`src/rtl/in_stage_pkg.sv`:
```
// Shared definitions for the packet-buffer input stage and its output-stage peer.
package in_stage_pkg;

  localparam int         PKT_LEN   = 188;   // bytes per packet, addresses 0..PKT_LEN-1
  localparam logic [7:0] SYNC_BYTE = 8'h47; // required first byte of every packet
  localparam int         LOCK_PKTS = 3;     // good boundaries needed for lock (1..7)
  localparam int         AW        = 8;     // RAM address width

  typedef enum logic [1:0] {
    HUNT  = 2'd0,
    FILL  = 2'd1,
    CHECK = 2'd2
  } state_e;

endpackage

```
`src/rtl/in_stage_if.sv`:
```
// Byte-stream input and ping-pong RAM write port of the input stage.
interface in_stage_if;
  import in_stage_pkg::*;

  logic          CEI;
  logic          Valid_in;
  logic [7:0]    In_byte;
  logic          WE;
  logic [AW-1:0] WrAdd;
  logic [7:0]    Wr_byte;
  logic          BANK;
  logic          DONE;
  logic          locked;
  logic          sync_err;

  // Byte source side: drives the stream, observes the RAM port and status.
  modport master (
    output CEI, Valid_in, In_byte,
    input  WE, WrAdd, Wr_byte, BANK, DONE, locked, sync_err
  );

  // Input stage side.
  modport slave (
    input  CEI, Valid_in, In_byte,
    output WE, WrAdd, Wr_byte, BANK, DONE, locked, sync_err
  );

endinterface

```
`src/rtl/in_sync_tracker.sv`:
```
// Framing lock tracker: counts consecutive good packet boundaries and flags misses.
module in_sync_tracker
  import in_stage_pkg::*;
(
  input  logic clk,
  input  logic reset,          // asynchronous, active-low
  input  logic boundary_ok,    // sync byte seen where one was expected
  input  logic boundary_miss,  // something else seen where a sync byte was expected
  output logic locked,
  output logic sync_err
);

  localparam logic [2:0] LOCK_CNT = 3'(LOCK_PKTS);

  logic [2:0] cnt_q, cnt_d;
  logic       locked_q, locked_d;
  logic       sync_err_q, sync_err_d;

  // Next lock count / lock flag; a miss wipes the history, a hit counts up to saturation.
  always_comb begin
    cnt_d      = cnt_q;
    locked_d   = locked_q;
    sync_err_d = boundary_miss;
    if (boundary_miss) begin
      cnt_d    = 3'd0;
      locked_d = 1'b0;
    end else if (boundary_ok) begin
      if (cnt_q < LOCK_CNT) cnt_d = cnt_q + 3'd1;
      if (cnt_d == LOCK_CNT) locked_d = 1'b1;
    end
  end

  // Tracker state registers.
  always_ff @(posedge clk or negedge reset) begin
    if (!reset) begin
      cnt_q      <= 3'd0;
      locked_q   <= 1'b0;
      sync_err_q <= 1'b0;
    end else begin
      cnt_q      <= cnt_d;
      locked_q   <= locked_d;
      sync_err_q <= sync_err_d;
    end
  end

  assign locked   = locked_q;
  assign sync_err = sync_err_q;

endmodule

```
`src/rtl/in_stage.sv`:
```
// Input stage: hunts for sync, frames PKT_LEN-byte packets into a ping-pong RAM.
module in_stage
  import in_stage_pkg::*;
(
  input  logic       clk,
  input  logic       reset,   // asynchronous, active-low
  in_stage_if.slave  bus
);

  // Address of the second-to-last byte: the next accept in FILL closes the packet.
  localparam logic [AW-1:0] PRE_LAST = AW'(PKT_LEN - 2);

  state_e        state_q, state_d;
  logic          we_q, we_d;
  logic [AW-1:0] wr_add_q, wr_add_d;
  logic [7:0]    wr_byte_q, wr_byte_d;
  logic          bank_q, bank_d;
  logic          done_q, done_d;
  logic          pend_q, pend_d;   // packet just closed; DONE and bank flip next clk
  logic          accept;
  logic          is_sync;
  logic          boundary_ok;
  logic          boundary_miss;
  logic          locked;
  logic          sync_err;

  assign accept  = bus.CEI && bus.Valid_in;
  assign is_sync = (bus.In_byte == SYNC_BYTE);

  // Framing FSM, address counter and write-port next values.
  always_comb begin
    state_d       = state_q;
    we_d          = 1'b0;
    wr_add_d      = wr_add_q;
    wr_byte_d     = wr_byte_q;
    pend_d        = 1'b0;
    done_d        = pend_q;
    bank_d        = bank_q ^ pend_q;
    boundary_ok   = 1'b0;
    boundary_miss = 1'b0;
    case (state_q)
      HUNT: begin
        if (accept && is_sync) begin
          we_d      = 1'b1;
          wr_add_d  = '0;
          wr_byte_d = bus.In_byte;
          state_d   = FILL;
        end
      end
      FILL: begin
        if (accept) begin
          we_d      = 1'b1;
          wr_add_d  = wr_add_q + AW'(1);
          wr_byte_d = bus.In_byte;
          if (wr_add_q == PRE_LAST) begin
            state_d = CHECK;
            pend_d  = 1'b1;
          end
        end
      end
      CHECK: begin
        if (accept) begin
          if (is_sync) begin
            we_d        = 1'b1;
            wr_add_d    = '0;
            wr_byte_d   = bus.In_byte;
            state_d     = FILL;
            boundary_ok = 1'b1;
          end else begin
            boundary_miss = 1'b1;
            state_d       = HUNT;
          end
        end
      end
      default: state_d = HUNT;
    endcase
  end

  // State and registered write-port outputs.
  always_ff @(posedge clk or negedge reset) begin
    if (!reset) begin
      state_q   <= HUNT;
      we_q      <= 1'b0;
      wr_add_q  <= '0;
      wr_byte_q <= 8'd0;
      bank_q    <= 1'b0;
      done_q    <= 1'b0;
      pend_q    <= 1'b0;
    end else begin
      state_q   <= state_d;
      we_q      <= we_d;
      wr_add_q  <= wr_add_d;
      wr_byte_q <= wr_byte_d;
      bank_q    <= bank_d;
      done_q    <= done_d;
      pend_q    <= pend_d;
    end
  end

  in_sync_tracker u_tracker (
    .clk           (clk),
    .reset         (reset),
    .boundary_ok   (boundary_ok),
    .boundary_miss (boundary_miss),
    .locked        (locked),
    .sync_err      (sync_err)
  );

  assign bus.WE       = we_q;
  assign bus.WrAdd    = wr_add_q;
  assign bus.Wr_byte  = wr_byte_q;
  assign bus.BANK     = bank_q;
  assign bus.DONE     = done_q;
  assign bus.locked   = locked;
  assign bus.sync_err = sync_err;

endmodule

```
`src/flat_wrapper.sv`:
```
// flat-port wrapper written by rule: the top's interface ports become plain ports
module in_stage_flat import in_stage_pkg::*;
  (clk, reset, bus_CEI, bus_Valid_in, bus_In_byte, bus_WE, bus_WrAdd, bus_Wr_byte, bus_BANK, bus_DONE, bus_locked, bus_sync_err);
  in_stage_if bus_i ();
  input  logic clk;
  input  logic reset;
  input wire logic [$bits(bus_i.CEI)-1:0] bus_CEI;
  input wire logic [$bits(bus_i.Valid_in)-1:0] bus_Valid_in;
  input wire logic [$bits(bus_i.In_byte)-1:0] bus_In_byte;
  output wire logic [$bits(bus_i.WE)-1:0] bus_WE;
  output wire logic [$bits(bus_i.WrAdd)-1:0] bus_WrAdd;
  output wire logic [$bits(bus_i.Wr_byte)-1:0] bus_Wr_byte;
  output wire logic [$bits(bus_i.BANK)-1:0] bus_BANK;
  output wire logic [$bits(bus_i.DONE)-1:0] bus_DONE;
  output wire logic [$bits(bus_i.locked)-1:0] bus_locked;
  output wire logic [$bits(bus_i.sync_err)-1:0] bus_sync_err;
  assign bus_i.CEI = bus_CEI;
  assign bus_i.Valid_in = bus_Valid_in;
  assign bus_i.In_byte = bus_In_byte;
  assign bus_WE = bus_i.WE;
  assign bus_WrAdd = bus_i.WrAdd;
  assign bus_Wr_byte = bus_i.Wr_byte;
  assign bus_BANK = bus_i.BANK;
  assign bus_DONE = bus_i.DONE;
  assign bus_locked = bus_i.locked;
  assign bus_sync_err = bus_i.sync_err;
  in_stage u_core (.clk(clk), .reset(reset), .bus(bus_i));
endmodule
```
`config.mk`:
```
export PLATFORM = sky130hd
export DESIGN_NAME = in_stage_flat
export DESIGN_NICKNAME = d
export VERILOG_FILES = /design/src/rtl/in_stage_pkg.sv /design/src/rtl/in_stage_if.sv /design/src/rtl/in_sync_tracker.sv /design/src/rtl/in_stage.sv /design/src/flat_wrapper.sv
export SDC_FILE = /design/constraint.sdc
export NUM_CORES = 1
export LEC_CHECK = 0
export ABC_AREA = 1
export ABC_CLOCK_PERIOD_IN_PS = 1500
export BUFFER_PORTS_ARGS = -buffer_cell sky130_fd_sc_hd__buf_2
export CORE_UTILIZATION = 30
export CTS_BUF_LIST = sky130_fd_sc_hd__clkbuf_4
export DETAILED_ROUTE_END_ITERATION = 12
export PLACE_DENSITY = 0.56
export SETUP_SLACK_MARGIN = 0.4
export SKIP_LAST_GASP = 1
export SYNTH_ARGS = -nofsm -noshare
export SYNTH_HDL_FRONTEND = slang
export SYNTH_HIERARCHICAL = 1
export SYNTH_SLANG_ARGS = --single-unit
```
`constraint.sdc`:
```
create_clock -name clk -period 1.5 [get_ports clk]
set_input_delay 0.075 -clock clk [delete_from_list [all_inputs] [get_ports clk]]
set_output_delay 0.075 -clock clk [all_outputs]
set_load 0.01 [all_outputs]
```
==> metrics.txt, run 1 <==
synthesis-to-finish area growth 40.0%; Clock Tree Buf Depth 2; Initial Util 32.1%; xor and xnor area share after synthesis 0.610%; Num CTS Buffers 3; DR vias about 1200; CTS HTree Levels 1; Compound-Gate Fraction of Synth Area 11.8%; number of global-route vias before repair about 1200; PwrDens 783 nW/um^2; # diodes 0; pin count of the biggest net entering global routing 28; slew margin rel. between 60% and 70%; Worst-Margin Slew 589 ps; Post-DRT Antenna Nets 0; top cells by area, synth dfrtp_1 47%, nand2_1 8.9%, nand2_2 7.0%; crit-path cells inv_2 -> nand4_1 -> nor2_2 -> buf_4 -> buf_4 -> nand4_1 -> a21oi_1; CTS tree built; Post-Synth Adder-Cell Area between 2 and 3%; Avg Cell Area, Syn ~9 um^2; share of cells above drive strength 1 50.4%; chip height about 71 um; Vias/cell approximately 4.5; library cells used by synthesis 23; Worst R2R Path Depth 7; P_sw a little under 0.5 mW; Fin Setup TNS 0 ps; number of primary I/O pins 33; Simple-Gate Fraction of Synth Area about a third; Final Core Density between 40% and 50%; Placer Congestion 0.809; Cell Int Power between 1 and 1.5 mW; Buffers on Ports 32; Yosys top cell area share 47.0%; min-delay src bus_Valid_in; Mapped Cells approximately 160; Worst setup SP type flop; post-synthesis sequential area ratio a little under half; Setup Crit Path Kind reg2reg; Worst Setup End Kind flop; Yosys reg bits 27; Final Hold Viols 0; sink of the worst hold path u_core/u_tracker/sync_err; Synth Cell Area roughly 1400 um^2; CP max stage delay 430 ps; peak supply drop 0.470 mV; maximum clock rate ~750 MHz; CTS sink cnt 27; clk_skew 6.36 ps; gr usage total 13.5%; # DRC 2; grt ovf 0; crit-path max FO 4; Setup-failing EPs final 0; Nets 240; RR Endpoint u_core/u_tracker/cnt_q[2]; Final period util roughly nine tenths; die width about 71 um; Pins Over Slew Limit 0; Slowest cell on crit path dfrtp_1; start of the worst register-to-register path u_core/state_q[0]; Worst-Skew Late Latency roughly 330 ps; clock share of power 21.4%; CP arrival around 1600 ps; synth warn 6; HPWL after DPL around 2.0 mm; Finished Cell Area 2010 um^2; global-route wire length before repair approximately 5.4 mm; Post-synth EDFFs 0; Placed Area between 1500 and 2000 um^2; WL/cell about 11 um; worst hold slack about 190 ps; Total Die Area around 5100 um^2; Worst-path clk slew roughly 150 ps; DRT Pass-1 Iters 8; initial drt markers 90; internal reg-to-reg setup slack 170 ps; WHS Path Cells 3; Mapped Nets approximately 180; failing checks DRC; initial antenna violation count 0; Final Power ~1.6 mW; Root Driver clkbuf_4; Logic pwr share a little under a quarter; commonest non-fill, non-tap cell in the layout nand2_1; maxcap violations 0; Worst Path Required 1770 ps; mux share of post-synthesis cell area 0%; top_reg_cell synth dfrtp_1; crit path time final 1330 ps; Hold Path Class in2reg; Leak just under 1 nW; RSZ-0062 raised after global routing true; most frequent cells in the layout 32 x nand2_1, 30 x buf_2, 19 x dfrtp_1, 18 x nand2_2, 15 x buf_4; drt total wl 3.04 mm; switching portion of total power between 30% and 40%; row count 24; Flop pwr share a little under three fifths; leading area contributor after synthesis dfrtp_1; Core ar. 4470 um^2; FFs w/ async S/R, synth 100%; status finished with violations; largest family of logic cells by synthesized area simple AND/OR/NAND/NOR gates
## synthesized netlist by cell type (4+ instances only)
library cell	number
dfrtp_1	27
nor2_1	11
nand3_1	14
o21ai_1	6
inv_2	5
nand2_1	34
nand2_2	16
inv_1	14
nor2_4	4
o21ai_2	9
## critical path: cells and delay by family (launching register included)
family | cells | cell delay (ps)
buffers and inverters | 3 | 320
AND/OR/NAND/NOR | 3 | 390
AO/OA/AOI/OAI | 1 | 130
flip-flops | 1 | 430
## stage by stage
stage               setup WS (ps)  instances
finish                        167        276
global route                 54.7        276
CTS                           250        270
detailed placement            139        245
global placement              178        245
floorplan                     244        163
## kinds of logic after synthesis
family,count (synthesis)
simple gates,87
flops,27
compound gates,24
buf+inv,21
fa+ha+maj,3
xor+xnor,1
## layout make-up
| class | instances | area [um^2] |
|---|---|---|
| well taps | 52 | 65.1 |
| clock buffers | 3 | 22.5 |
| flip-flops and latches | 27 | 686 |
| multi-input cells | 116 | 752 |
| repair buffers | 58 | 407 |
| clock inverters | 1 | 7.51 |
| fillers | 426 | 2460 |
| inverters | 19 | 71.3 |
## power groups by stage
| stage | combinational [mW] | sequential, mW | clock (mW) |
|---|---|---|---|
| global route | 0.417 | 0.880 | 0.388 |
| global placement | 0.292 | 0.886 | 0 |
| floorplan | 0.146 | 0.910 | 0 |
| detailed placement | 0.298 | 0.882 | 0 |
| CTS | 0.363 | 0.869 | 0.353 |
| finish | 0.371 | 0.868 | 0.336 |
## metal layers
layer  vias up  GRT usage (%)  wire length, um
met3         4           1.85              116
met2        26           21.3             1390
li1        648              -                -
met1       571           18.8             1490
met5         -              0                0
met4         0           5.11               42
## worst max-delay path by stage
stage,startpoint,end,slack [ps],cells after the start
global placement,u_core/state_q[0],u_core/u_tracker/cnt_q[0],180,6
floorplan,u_core/state_q[0],u_core/u_tracker/cnt_q[1],240,8
detailed placement,u_core/state_q[0],u_core/u_tracker/cnt_q[1],140,6
global route,u_core/state_q[0],u_core/u_tracker/cnt_q[1],50,8
finish,u_core/state_q[0],u_core/u_tracker/cnt_q[2],170,7
CTS,u_core/state_q[0],u_core/u_tracker/cnt_q[0],250,8
## flip-flops by register name, indices dropped and copies added (netlist names)
register and flops:
u_core/state_q 2, u_core/u_tracker/locked 1, u_core/bus.WE 1, u_core/bus.WrAdd 8
u_core/done_d 1, u_core/bus.DONE 1, u_core/bus.Wr_byte 8, u_core/u_tracker/sync_err 1
u_core/bus.BANK 1, u_core/u_tracker/cnt_q 3
## timing repair
| action | 4_1_cts | 5_1_grt |
|---|---|---|
| hold buffers | 9 | 0 |
| setup endpoints to repair | 28 | 31 |
| cloned | 1 | 0 |
| pin swaps | 3 | 3 |
| resized for setup | 8 | 9 |
| setup buffers | 11 | 6 |
| hold endpoints to repair | 35 | 0 |
Note: power is estimated with default switching activity, not from simulation.
==> run 2: changes to the inputs <==
Settings changed: ABC_AREA 1 to 0, ABC_CLOCK_PERIOD_IN_PS 1500 to 1600, SKIP_CTS_REPAIR_TIMING from default to 1.
Clock period 1.5 ns to 1.6 ns, I/O delays scaled along.
==> metrics.txt, run 2 <==
number of global-route vias before repair 1358 (+13%); WHS Path Cells 3 (unchanged); CTS sink cnt 27 (unchanged); leading area contributor after synthesis dfrtp_1; Final Non-Filler Cells 269 (-2.5%); maxcap violations 0 (unchanged); Worst R2R Path Depth 5 (-2); Worst setup SP type flop; Worst-Margin Slew 632 ps (+42.3 ps); synth warn 6 (unchanged); global-route wire length before repair 6.58 mm (+23%); start of the worst register-to-register path u_core/state_q[1]; die width 73.0 um (+2.5%); RR Endpoint u_core/bus.WrAdd[2]; Core ar. 4790 um^2 (+7.0%); flip-flop and latch area 682 um^2 (-0.55%); Pins Over Slew Limit 0 (unchanged); CP arrival 1760 ps (+160 ps); post-synthesis sequential area ratio 44.7% (-2.3 points); DR vias 1475 (+18%); maximum clock rate 659 MHz (-12%); count leader, synth dfrtp_1; number of primary I/O pins 33 (unchanged); Placed Cells 251 (+2.4%); Yosys top cell area share 44.7% (-2.3 points); Hold Path Class in2reg; CTS tree built; Synth Cell Area 1510 um^2 (+5.1%); HPWL after DPL 2.83 mm (+42%); commonest non-fill, non-tap cell in the layout buf_2; sink of the worst hold path u_core/bus.Wr_byte[2]; crit path time final 1520 ps (+183 ps); Logic pwr share 34.6% (+11 points); Root Driver clkbuf_4; Post-synth EDFFs 0 (unchanged); Placer Congestion 0.833 (+3.0%); status finished, final reports clean; synthesis-to-finish area growth 41.7%; Leak 0.895 nW (-9.3%); Setup Crit Path Kind reg2reg; min-delay src bus_In_byte[2]; Flop pwr share 48.6% (-6.5 points); RSZ-0062 raised after global routing true; multi-input logic area 948 um^2 (+26%); library cells used by synthesis 35 (+52%); top_reg_cell synth dfrtp_1; drt total wl 4.50 mm (+48%); fill count 481 (+13%); Vias/cell 5.48 (+21%); grt ovf 0 (unchanged); # diodes 0 (unchanged); Nets 218 (-9.2%); Cell Int Power 1.23 mW (+13%); share of cells above drive strength 1 48.5% (-1.9 points); crit-path max FO 6 (+2); clk_skew 2.66 ps (-3.71 ps); Num CTS Buffers 3 (unchanged); Worst Setup End Kind flop; initial drt markers 136 (+51%); Worst-path clk slew 160 ps (about the same); Clock Tree Buf Depth 2 (unchanged); Buffers on Ports 32 (unchanged); PwrDens 902 nW/um^2 (+15%); Final period util 94.8% (+5.9 points); Yosys reg bits 27 (unchanged); WL/cell 16.7 um (+52%); pin count of the biggest net entering global routing 28 (unchanged); DRT Pass-1 Iters 4 (-4); slew margin rel. 57.9% (-2.8 points); most frequent cells in the layout 32 x buf_2, 22 x dfrtp_1, 14 x buf_4, 12 x nand2_1, 10 x nand4b_1; Final Hold Viols 0 (unchanged); FFs w/ async S/R, synth 100% (unchanged); Metal-1 WL 1.96 mm (+32%); Initial Util 31.6% (-0.55 points); Total Die Area 5320 um^2 (+5.0%); # DRC 0 (-2); Setup-failing EPs final 0 (unchanged); Placed Area 1810 um^2 (+8.0%); Finished Cell Area 2140 um^2 (+6.4%); top cells by area, synth dfrtp_1 45%, nand4b_1 5.8%, o211ai_1 4.0%; Worst-Skew Late Latency 340 ps (about the same); initial antenna violation count 0 (unchanged); met3 WL 191 um (+65%); Final Core Density 44.7% (-0.23 points); P_sw 0.698 mW (+42%); DR top layer met4; Worst Path Required 1850 ps (+80 ps); Mapped Cells 152 (-6.7%); switching portion of total power 36.2% (+5.1 points); Mapped Nets 167 (-6.2%); Avg Cell Area, Syn 9.94 um^2 (+13%); WL met2 2.34 mm (+68%); most instantiated cells after synthesis 27 x dfrtp_1, 13 x nand2_1, 10 x a21oi_1, 10 x nand4b_1; internal reg-to-reg setup slack 80 ps (-80 ps); row count 25 (+4.2%); chip height 73.0 um (+2.5%); CTS HTree Levels 1 (unchanged); Post-DRT Antenna Nets 0 (unchanged); gr usage total 15.7% (+2.2 points); clock share of power 16.8% (-4.6 points); peak supply drop 0.394 mV (-16%)
-- run 2: power by group through the flow --
stage / logic [mW] / clock network [mW] / registers [mW]
after detailed placement: 0.489 / 0 / 0.940
after global routing: 0.731 / 0.364 / 0.959
after floorplan: 0.221 / 0 / 0.968
after CTS: 0.491 / 0.338 / 0.927
after global placement: 0.471 / 0 / 0.938
final: 0.669 / 0.324 / 0.937
-- run 2: worst max path at each step --
stage,start,end,cells after the start
final,u_core/state_q[1],u_core/bus.WrAdd[2],5
after global routing,u_core/state_q[1],u_core/bus.WrAdd[2],5
after CTS,u_core/state_q[0],u_core/bus.WrAdd[6],3
after detailed placement,bus_In_byte[5],u_core/u_tracker/cnt_q[0],7
after global placement,bus_In_byte[5],u_core/u_tracker/cnt_q[0],7
after floorplan,bus_In_byte[5],u_core/u_tracker/cnt_q[0],7
-- run 2: metrics by stage --
step	hold slack (ps)	TNS (ps)	setup WS (ps)	power (mW)
after global placement	126	0	77.6	1.41
after global routing	18.3	0	11.0	2.05
final	26.4	0	83.4	1.93
after detailed placement	137	0	23.3	1.43
after floorplan	-216	-32.4	-24.3	1.19
after CTS	-263	0	66.3	1.76
-- run 2: cell type report --
| class | instances | area share, % |
|---|---|---|
| Sequential cell | 27 | 31.9 |
| Timing Repair Buffer | 55 | 18.1 |
| Clock buffer | 3 | 1.05 |
| Multi-Input combinational cell | 114 | 44.3 |
| Tap cell | 67 | 3.92 |
| Inverter | 2 | 0.351 |
| Clock inverter | 1 | 0.351 |
-- run 2: metal layers --
layer / GRT usage [%] / vias up
met1: 20.9 / 743
met4: 2.83 / 0
met2: 26.7 / 39
met3: 3.18 / 2
met5: 0 / -
li1: - / 691
-- run 2: worst max-delay path, stage by stage, from the launching register on --
cell and delay (ps):
dfrtp_1 420, nand4b_1 330, buf_4 240, buf_4 130, o21ai_0 220, a21oi_2 90
-- run 2: cells by family (layout without fill, tap and decap cells) --
logic type	count (synthesis)	after routing	synth area share [%]
xor+xnor	1	1	0.580
simple gates	65	65	28.0
buf+inv	11	61	2.82
flops	27	27	44.7
fa+ha+maj	3	3	2.49
compound gates	45	45	21.4
